--- src/rtl/rope_shot_controller_if.sv ---
// Signal bundle between the game logic and the rope shot controller.
interface rope_shot_controller_if;
  logic        startOfFrame;
  logic        fire;
  logic [10:0] playerX;
  logic        ballHit;
  logic [10:0] ropeX;
  logic [10:0] topY;
  logic        ropeActive;
  logic        ropeDone;

  modport master (
    output startOfFrame, fire, playerX, ballHit,
    input  ropeX, topY, ropeActive, ropeDone
  );

  modport slave (
    input  startOfFrame, fire, playerX, ballHit,
    output ropeX, topY, ropeActive, ropeDone
  );
endinterface

--- src/rtl/rope_shot_controller.sv ---
// Rope shot: launches from the player column, rises once per frame,
// lingers at the ceiling, and ends on timeout or on a ball collision.
module rope_shot_controller #(
  parameter int unsigned SCREEN_TOP_Y = 0,
  parameter int unsigned FLOOR_Y      = 447,
  parameter int unsigned ROPE_SPEED   = 4,
  parameter int unsigned HOLD_FRAMES  = 30,
  parameter int unsigned PLAYER_WIDTH = 32
) (
  input logic                   clk,
  input logic                   reset,
  rope_shot_controller_if.slave bus
);

  localparam int unsigned CW = 11;
  localparam int unsigned HW = (HOLD_FRAMES < 2) ? 1 : $clog2(HOLD_FRAMES + 1);

  localparam logic [1:0] IDLE   = 2'd0;
  localparam logic [1:0] EXTEND = 2'd1;
  localparam logic [1:0] HOLD   = 2'd2;

  localparam logic [CW-1:0] FLOOR_ROW = CW'(FLOOR_Y);
  localparam logic [CW-1:0] CEIL_ROW  = CW'(SCREEN_TOP_Y);
  localparam logic [CW:0]   CEIL_CMP  = (CW+1)'(SCREEN_TOP_Y);
  localparam logic [CW:0]   SPEED_12  = (CW+1)'(ROPE_SPEED);
  localparam logic [CW-1:0] HALF_W    = CW'(PLAYER_WIDTH / 2);

  logic [1:0]    state_q,  state_d;
  logic [CW-1:0] top_y_q,  top_y_d;
  logic [CW-1:0] rope_x_q, rope_x_d;
  logic [HW-1:0] hold_q,   hold_d;
  logic          active_q, active_d;
  logic          done_q,   done_d;
  logic          fire_q;

  logic          fire_edge_c;
  logic [CW:0]   head_next_c;
  logic          at_ceiling_c;

  // Head step is taken at 12 bits so a step past row 0 shows up as bit 11.
  assign fire_edge_c  = bus.fire & ~fire_q;
  assign head_next_c  = {1'b0, top_y_q} - SPEED_12;
  assign at_ceiling_c = head_next_c[CW] | (head_next_c <= CEIL_CMP);

  always_ff @(posedge clk) begin
    if (reset) begin
      state_q  <= IDLE;
      top_y_q  <= FLOOR_ROW;
      rope_x_q <= '0;
      hold_q   <= '0;
      active_q <= 1'b0;
      done_q   <= 1'b0;
      fire_q   <= 1'b1;
    end else begin
      state_q  <= state_d;
      top_y_q  <= top_y_d;
      rope_x_q <= rope_x_d;
      hold_q   <= hold_d;
      active_q <= active_d;
      done_q   <= done_d;
      fire_q   <= bus.fire;
    end
  end

  // Next-state and next-output logic; ballHit outranks frame ticks.
  always_comb begin
    state_d  = state_q;
    top_y_d  = top_y_q;
    rope_x_d = rope_x_q;
    hold_d   = hold_q;
    done_d   = 1'b0;

    case (state_q)
      IDLE: begin
        top_y_d = FLOOR_ROW;
        // The cycle showing ropeDone still belongs to the ending shot.
        if (fire_edge_c && !done_q) begin
          state_d  = EXTEND;
          rope_x_d = bus.playerX + HALF_W;
        end
      end
      EXTEND: begin
        if (bus.ballHit) begin
          state_d = IDLE;
          top_y_d = FLOOR_ROW;
          done_d  = 1'b1;
        end else if (bus.startOfFrame) begin
          if (at_ceiling_c) begin
            state_d = HOLD;
            top_y_d = CEIL_ROW;
            hold_d  = HW'(HOLD_FRAMES);
          end else begin
            top_y_d = head_next_c[CW-1:0];
          end
        end
      end
      HOLD: begin
        if (bus.ballHit) begin
          state_d = IDLE;
          top_y_d = FLOOR_ROW;
          done_d  = 1'b1;
        end else if (bus.startOfFrame) begin
          if (hold_q == '0) begin
            state_d = IDLE;
            top_y_d = FLOOR_ROW;
            done_d  = 1'b1;
          end else begin
            hold_d = hold_q - HW'(1);
          end
        end
      end
      default: begin
        state_d = IDLE;
        top_y_d = FLOOR_ROW;
      end
    endcase

    active_d = (state_d != IDLE);
  end

  assign bus.ropeX      = rope_x_q;
  assign bus.topY       = top_y_q;
  assign bus.ropeActive = active_q;
  assign bus.ropeDone   = done_q;

endmodule
--- src/flat_wrapper.sv ---
// flat-port wrapper written by rule: the top's interface ports become plain ports
module rope_shot_controller_flat 
#(
  parameter int unsigned SCREEN_TOP_Y = 0,
  parameter int unsigned FLOOR_Y      = 447,
  parameter int unsigned ROPE_SPEED   = 4,
  parameter int unsigned HOLD_FRAMES  = 30,
  parameter int unsigned PLAYER_WIDTH = 32
)
  (clk, reset, bus_startOfFrame, bus_fire, bus_playerX, bus_ballHit, bus_ropeX, bus_topY, bus_ropeActive, bus_ropeDone);
  rope_shot_controller_if bus_i ();
  input logic clk;
  input logic reset;
  input wire logic [$bits(bus_i.startOfFrame)-1:0] bus_startOfFrame;
  input wire logic [$bits(bus_i.fire)-1:0] bus_fire;
  input wire logic [$bits(bus_i.playerX)-1:0] bus_playerX;
  input wire logic [$bits(bus_i.ballHit)-1:0] bus_ballHit;
  output wire logic [$bits(bus_i.ropeX)-1:0] bus_ropeX;
  output wire logic [$bits(bus_i.topY)-1:0] bus_topY;
  output wire logic [$bits(bus_i.ropeActive)-1:0] bus_ropeActive;
  output wire logic [$bits(bus_i.ropeDone)-1:0] bus_ropeDone;
  assign bus_i.startOfFrame = bus_startOfFrame;
  assign bus_i.fire = bus_fire;
  assign bus_i.playerX = bus_playerX;
  assign bus_i.ballHit = bus_ballHit;
  assign bus_ropeX = bus_i.ropeX;
  assign bus_topY = bus_i.topY;
  assign bus_ropeActive = bus_i.ropeActive;
  assign bus_ropeDone = bus_i.ropeDone;
  rope_shot_controller #(.SCREEN_TOP_Y(SCREEN_TOP_Y), .FLOOR_Y(FLOOR_Y), .ROPE_SPEED(ROPE_SPEED), .HOLD_FRAMES(HOLD_FRAMES), .PLAYER_WIDTH(PLAYER_WIDTH)) u_core (.clk(clk), .reset(reset), .bus(bus_i));
endmodule
--- config.mk ---
export PLATFORM = sky130hd
export DESIGN_NAME = rope_shot_controller_flat
export DESIGN_NICKNAME = d
export VERILOG_FILES = /design/src/rtl/rope_shot_controller_if.sv /design/src/rtl/rope_shot_controller.sv /design/src/flat_wrapper.sv
export SDC_FILE = /design/constraint.sdc
export NUM_CORES = 1
export LEC_CHECK = 0
export BUFFER_PORTS_ARGS = -buffer_cell sky130_fd_sc_hd__buf_2
export CAP_MARGIN = 15
export CORE_ASPECT_RATIO = 2
export CORE_MARGIN = 10
export CORE_UTILIZATION = 45
export DETAILED_ROUTE_END_ITERATION = 10
export GPL_ROUTABILITY_DRIVEN = 1
export GPL_TIMING_DRIVEN = 0
export PLACE_DENSITY = 0.78
export SYNTH_ARGS = -nofsm -noshare
export SYNTH_HDL_FRONTEND = slang
export SYNTH_SLANG_ARGS = --single-unit
--- constraint.sdc ---
create_clock -name clk -period 2.4 [get_ports clk]
set_clock_uncertainty 0.15 [all_clocks]
set_input_delay 0.48 -clock clk [delete_from_list [all_inputs] [get_ports clk]]
set_output_delay 0.48 -clock clk [all_outputs]
set_load 0.005 [all_outputs]
[After elaboration in Yosys (flattened, before gate mapping)]
Cells that the tools add are included.
Word-level totals
  bits in writable memories: 0
  register bits: 32
  memory bits (read-only): 0
  output and inout bits: 24
  bits of input ports: 16
  logic and storage cells: 61
  memories kept: 0
  latch bits: 0
Operators by class
  equal/unequal tests: 11
  shifts and indexed selects: 0
  $mul: 0
  bitwise operators: 3
  reductions and logical operators: 9
  add/subtract/negate cells: 3
  divide/modulo/power cells: 0
  magnitude comparators: 1
  mux-type cells: 27
Operators by type and width (number)
  2-to-1 mux 11 bit: 6
  2-to-1 mux 5 bit: 6
  one-hot mux 11 bit (2 select lines): 1
  2-to-1 mux 2 bit: 7
  <= comparator 12 x 1 -> 1 bit, second input constant: 1
  subtractor 11 x 3 -> 12 bit, second input constant: 1
  adder 11 x 5 -> 11 bit, second input constant: 1
  != test 2 bit, second input constant: 5
  one-hot mux 5 bit (2 select lines): 1
  AND reduction 7 bit: 1
  != test 3 bit, second input constant: 2
  one-hot mux 2 bit (3 select lines): 1
  logical NOT 5 bit: 1
  subtractor 5 x 1 -> 5 bit, second input constant: 1
  2-to-1 mux 1 bit: 4
  nonzero test 2 bit: 2
  != test 3 x 2 -> 1 bit, second input constant: 1
  AND reduction 3 bit: 1
  equality test 2 x 1 -> 1 bit, second input constant: 1
  equality test 2 bit, second input constant: 1
  logical NOT 2 bit: 1
  != test 2 x 1 -> 1 bit, second input constant: 1
  one-hot mux 1 bit (2 select lines): 1
  AND reduction 2 bit: 1
  other kinds (5): 5

[Depth between registers and ports, before layout]
  depth in word-level cells: 8
  depth in mapped cells: 9
  depth with buffers taken out: 8

[Worst setup path before layout]
Ideal clock, no wire load.
  path type: register -> register
  start point: register u_core.top_y_q[2] (netlist: u_core.bus.topY[2])
  end point: register u_core.hold_q[3]
  required time: 2.164 ns
  cell stages (with the launch flop): 9
  library setup time: 0.086 ns
  clock period less this slack: 2.551 ns
  path buffers: 0
  data arrival time: 2.314 ns
  slack: -0.151 ns
  path through: dfxtp_1 inv_1 ha_1 or3b_4 a2111oi_4 o311a_4 a21oi_4 or3_1 a221oi_2
On the way
  longest elaborated chain between the ends: 5
RTL lines
  from (decl): line rope_shot_controller.sv:29  | logic [CW-1:0] top_y_q, top_y_d;
  from (signal assigned): line rope_shot_controller.sv:56  | top_y_q <= top_y_d;
  subtractor 11 x 3 -> 12 bit (*): line rope_shot_controller.sv:42  | assign head_next_c = {1'b0, top_y_q} - SPEED_12;
  <= comparator 12 x 1 -> 1 bit: line rope_shot_controller.sv:43  | assign at_ceiling_c = head_next_c[CW] | (head_next_c <= CEIL_CMP);
  OR 1 bit (*): line rope_shot_controller.sv:43
  != test 2 x 1 -> 1 bit (no line) (*)
  AND reduction 7 bit (no line) (*)
  to (signal assigned): line rope_shot_controller.sv:58  | hold_q <= hold_d;
  to (decl): line rope_shot_controller.sv:31  | logic [HW-1:0] hold_q, hold_d;
Mark *: on every way between the ends. The rest lies on a longest branch, timed or not.
A chain may end at the register's enable or synchronous reset.

[Worst setup path after layout]
  start point: register u_core.top_y_q[2] (netlist: u_core.bus.topY[2])
  end point: register u_core.top_y_q[9] (netlist: u_core.bus.topY[9])
On the way
  longest elaborated chain between the ends: 7
RTL lines
  subtractor 11 x 3 -> 12 bit (*): line rope_shot_controller.sv:42
  <= comparator 12 x 1 -> 1 bit: line rope_shot_controller.sv:43
  OR 1 bit: line rope_shot_controller.sv:43
  2-to-1 mux 11 bit (*): line rope_shot_controller.sv:88  | if (at_ceiling_c) begin
  2-to-1 mux 11 bit (*): line rope_shot_controller.sv:87  | end else if (bus.startOfFrame) begin
  2-to-1 mux 11 bit (*): line rope_shot_controller.sv:83  | if (bus.ballHit) begin
  one-hot mux 11 bit (2 select lines) (*): line rope_shot_controller.sv:73  | case (state_q)
Mark *: on every way between the ends. The rest lies on a longest branch, timed or not. The select of a mux whose other input is x is not followed.

==> impl_results.md <==
- Layout cells sized above 1: 27.9%
- Asr flop ratio synth: 0%
- Synth Flop Type: dfxtp_1
- Hold Path Stages: 2
- Initial antenna violation count: 0
- Total number of vias: 1706
- Fmax: 423 MHz
- Internal reg-to-reg setup slack: 0.04 ns
- Crit Path Max Fanout: 8
- Ant diodes: 0
- Maxcap violations: 0
- Yosys top cell area share: 34.8%
- Register area share after synthesis: 34.8%
- Area leader, netlist: dfxtp_1
- IO buf count: 38
- Cells after Synth: 209
- Final setup fails: 0
- Die Ht: 109 microns
- Final HPWL DP: 3720 microns
- Global-route usage over all layers: 13.9%
- CP Data Required Time: 2.47 ns
- Die width: 64.5 microns
- Post-synth EDFFs: 0
- Final min period: 2.36 ns
- Hold_ws: 0.257 ns
- Pin count of the biggest net entering global routing: 11
- Hold_sp: bus_fire
- H-tree depth: 2
- Worst-Margin Slew: 0.542 ns
- Slew Limit Fails: 0
- Largest cells by area after synthesis: dfxtp_1 35%, ha_1 5.6%, nor2_1 4.2%, nand2_1 3.6%, a211oi_1 2.9%
- Total Wirelength: 4780 microns
- Synth top cells by count: 31 x dfxtp_1, 20 x nor2_1, 17 x nand2_1, 14 x inv_1, 10 x a21oi_1
- Post-DRT Antenna Nets: 0
- # clock sinks: 31
- Final Hold Vio Count: 0
- Violation count after the first detailed-routing iteration: 49
- CTS root buffer: clkbuf_8
- CP Class: flop to flop
- IO Pins: 40
- Number of global-route vias before repair: 1810
- Flops & latches, synth: 31
- CTS tree: built
- Quantity of hold-fixing buffers added after cts: 0
- Fin area: 2240 sq um
- R2R Path Start: u_core.bus.topY[2]
- Inserted Clock Buffers: 5
- Nets: 281
- Pwr per Cell Area: 524 nW/um^2
- Synthesis Warnings: 0
- Worst vdd ir: 513 uV
- Relative slew slack: 63.9%
- Worst reg2reg path depth: 8
- Layout area overhead: 25.6%
- Rows: 32
- Register clock-pin slew on the reported worst setup and hold paths: 0.07 ns
- Avg Inst Size Synth: 8.52 sq um
- DP Worst Slack: -0.137 ns
- CP startpoint kind: flop
- Leakage: 0.877 nW
- RSZ-0062 raised after global routing: true
- Max clock buf depth: 2
- Crit end category: flop
- Worst EP arrival: 2.44 ns
- Multi-input logic area: 1110 sq um
- Initial Util: 46.4%
- Hold WC Path Type: primary input to flop
- GRT Residual Overflow: 0
- DIE AREA: 7030 sq um
- Core area: 3840 sq um
- Avg WL per Cell: 15.5 microns
- First-pass detailed-route iteration total: 5
- Fin worst setup slack: 0.0350 ns
- Fill cell count: 376
- Register Area: 626 sq um
- Status: finished clean
- Drt drc: 0
- Synthesized Nets: 233
- Worst skew pair latency: 0.29 ns
- Most common cell in the netlist: dfxtp_1
- Placed Area: 2050 sq um
- GP Congestion: 0.946
- R2r endpoint: u_core.bus.topY[9]
- Hold path endpoint: u_core.fire_q
- Synthesized area: 1780 sq um
- Count of cell types in the netlist: 48
- Vias per cell: 5.52
- First-pass GRT wire length: 7990 microns
- Crit share post-route: 98.5%
[flip-flops by register name, summed over array words and instances (netlist names)]
signal and cells:
u_core.bus.topY 10, u_core.bus.ropeDone 1, u_core.state_q 2, u_core.bus.ropeActive 1
u_core.fire_q 1, u_core.hold_q 5, u_core.bus.ropeX 11
[cell usage in the layout, fill, tap and decap left out, drive strengths merged, types with 4 or more instances in the layout]
master,synthesis,final
a211oi,7,7
a21oi,11,11
a31oi,5,5
buf,2,44
clkbuf,8,13
dfxtp,31,31
ha,8,8
inv,14,14
mux2i,5,5
nand2,17,17
nand2b,5,5
nand3,7,7
nor2,20,20
nor3,4,4
o21ai,9,9
o21bai,4,4
or4,6,6
[how the worst max path moves through the flow]
stage	startpoint	slack (ns)	to	cells after the start
3_3_place_gp	u_core.bus.topY[2]	-0.13	u_core.bus.topY[9]	8
5_1_grt	u_core.bus.topY[2]	-0.05	u_core.hold_q[3]	8
6_report	u_core.bus.topY[2]	0.04	u_core.bus.topY[9]	8
3_5_place_dp	u_core.bus.topY[2]	-0.14	u_core.bus.topY[9]	8
4_1_cts	u_core.bus.topY[3]	0.01	u_core.bus.topY[9]	8
2_1_floorplan	u_core.bus.topY[2]	0.02	u_core.bus.topY[9]	8
[layout make-up]
type / count / area share (%)
inverters: 14 / 2.57
flip-flops and latches: 31 / 28.0
multi-input cells: 154 / 49.4
clock inverters: 2 / 1.57
well taps: 51 / 2.85
clock buffers: 6 / 3.69
plain buffers: 9 / 2.07
repair buffers: 42 / 9.84
[layer usage]
metal,wire length (microns),global-route usage (%),up-vias
li1,-,-,856
met1,1640,11.6,794
met2,2800,28.0,46
met3,235,3.60,10
met4,104,7.54,0
met5,0,0,-
[stage by stage]
stage               setup TNS [ns]  total power, mW  util, %  cells
CTS                              0             1.18     57.7    309
global route                -0.129             1.21     58.2    309
global placement            -0.175            0.646     53.4    298
finish                           0             1.17     58.2    309
detailed placement          -0.240            0.649     53.4    298
floorplan                        0            0.607        -    209
[power breakdown]
group	switching (mW)	internal (mW)
clock network	0.196	0.336
registers	0.00821	0.527
logic	0.0575	0.0477
total	0.262	0.910
[repair_timing]
item	CTS	global route
gates resized for setup	6	3
setup buffers	3	1
pin swaps	2	0
endpoints found under the setup margin	7	14
[critical path, stage by stage, from the launching register on]
cell and delay (ns):
dfxtp_4 0.40, inv_4 0.05, ha_4 0.17, or3b_4 0.24, a2111oi_4 0.04, o311a_4 0.35, a21bo_4 0.25, or4_4 0.51
a21oi_2 0.15
[logic make-up after synthesis]
| group | share of synthesized area, % |
|---|---|
| mux | 2.81 |
| buf+inv | 5.69 |
| xor+xnor | 2.46 |
| simple gates | 22.5 |
| flops | 34.8 |
| fa+ha+maj | 5.62 |
| compound gates | 26.1 |
Power figures use the tool's default switching activity.
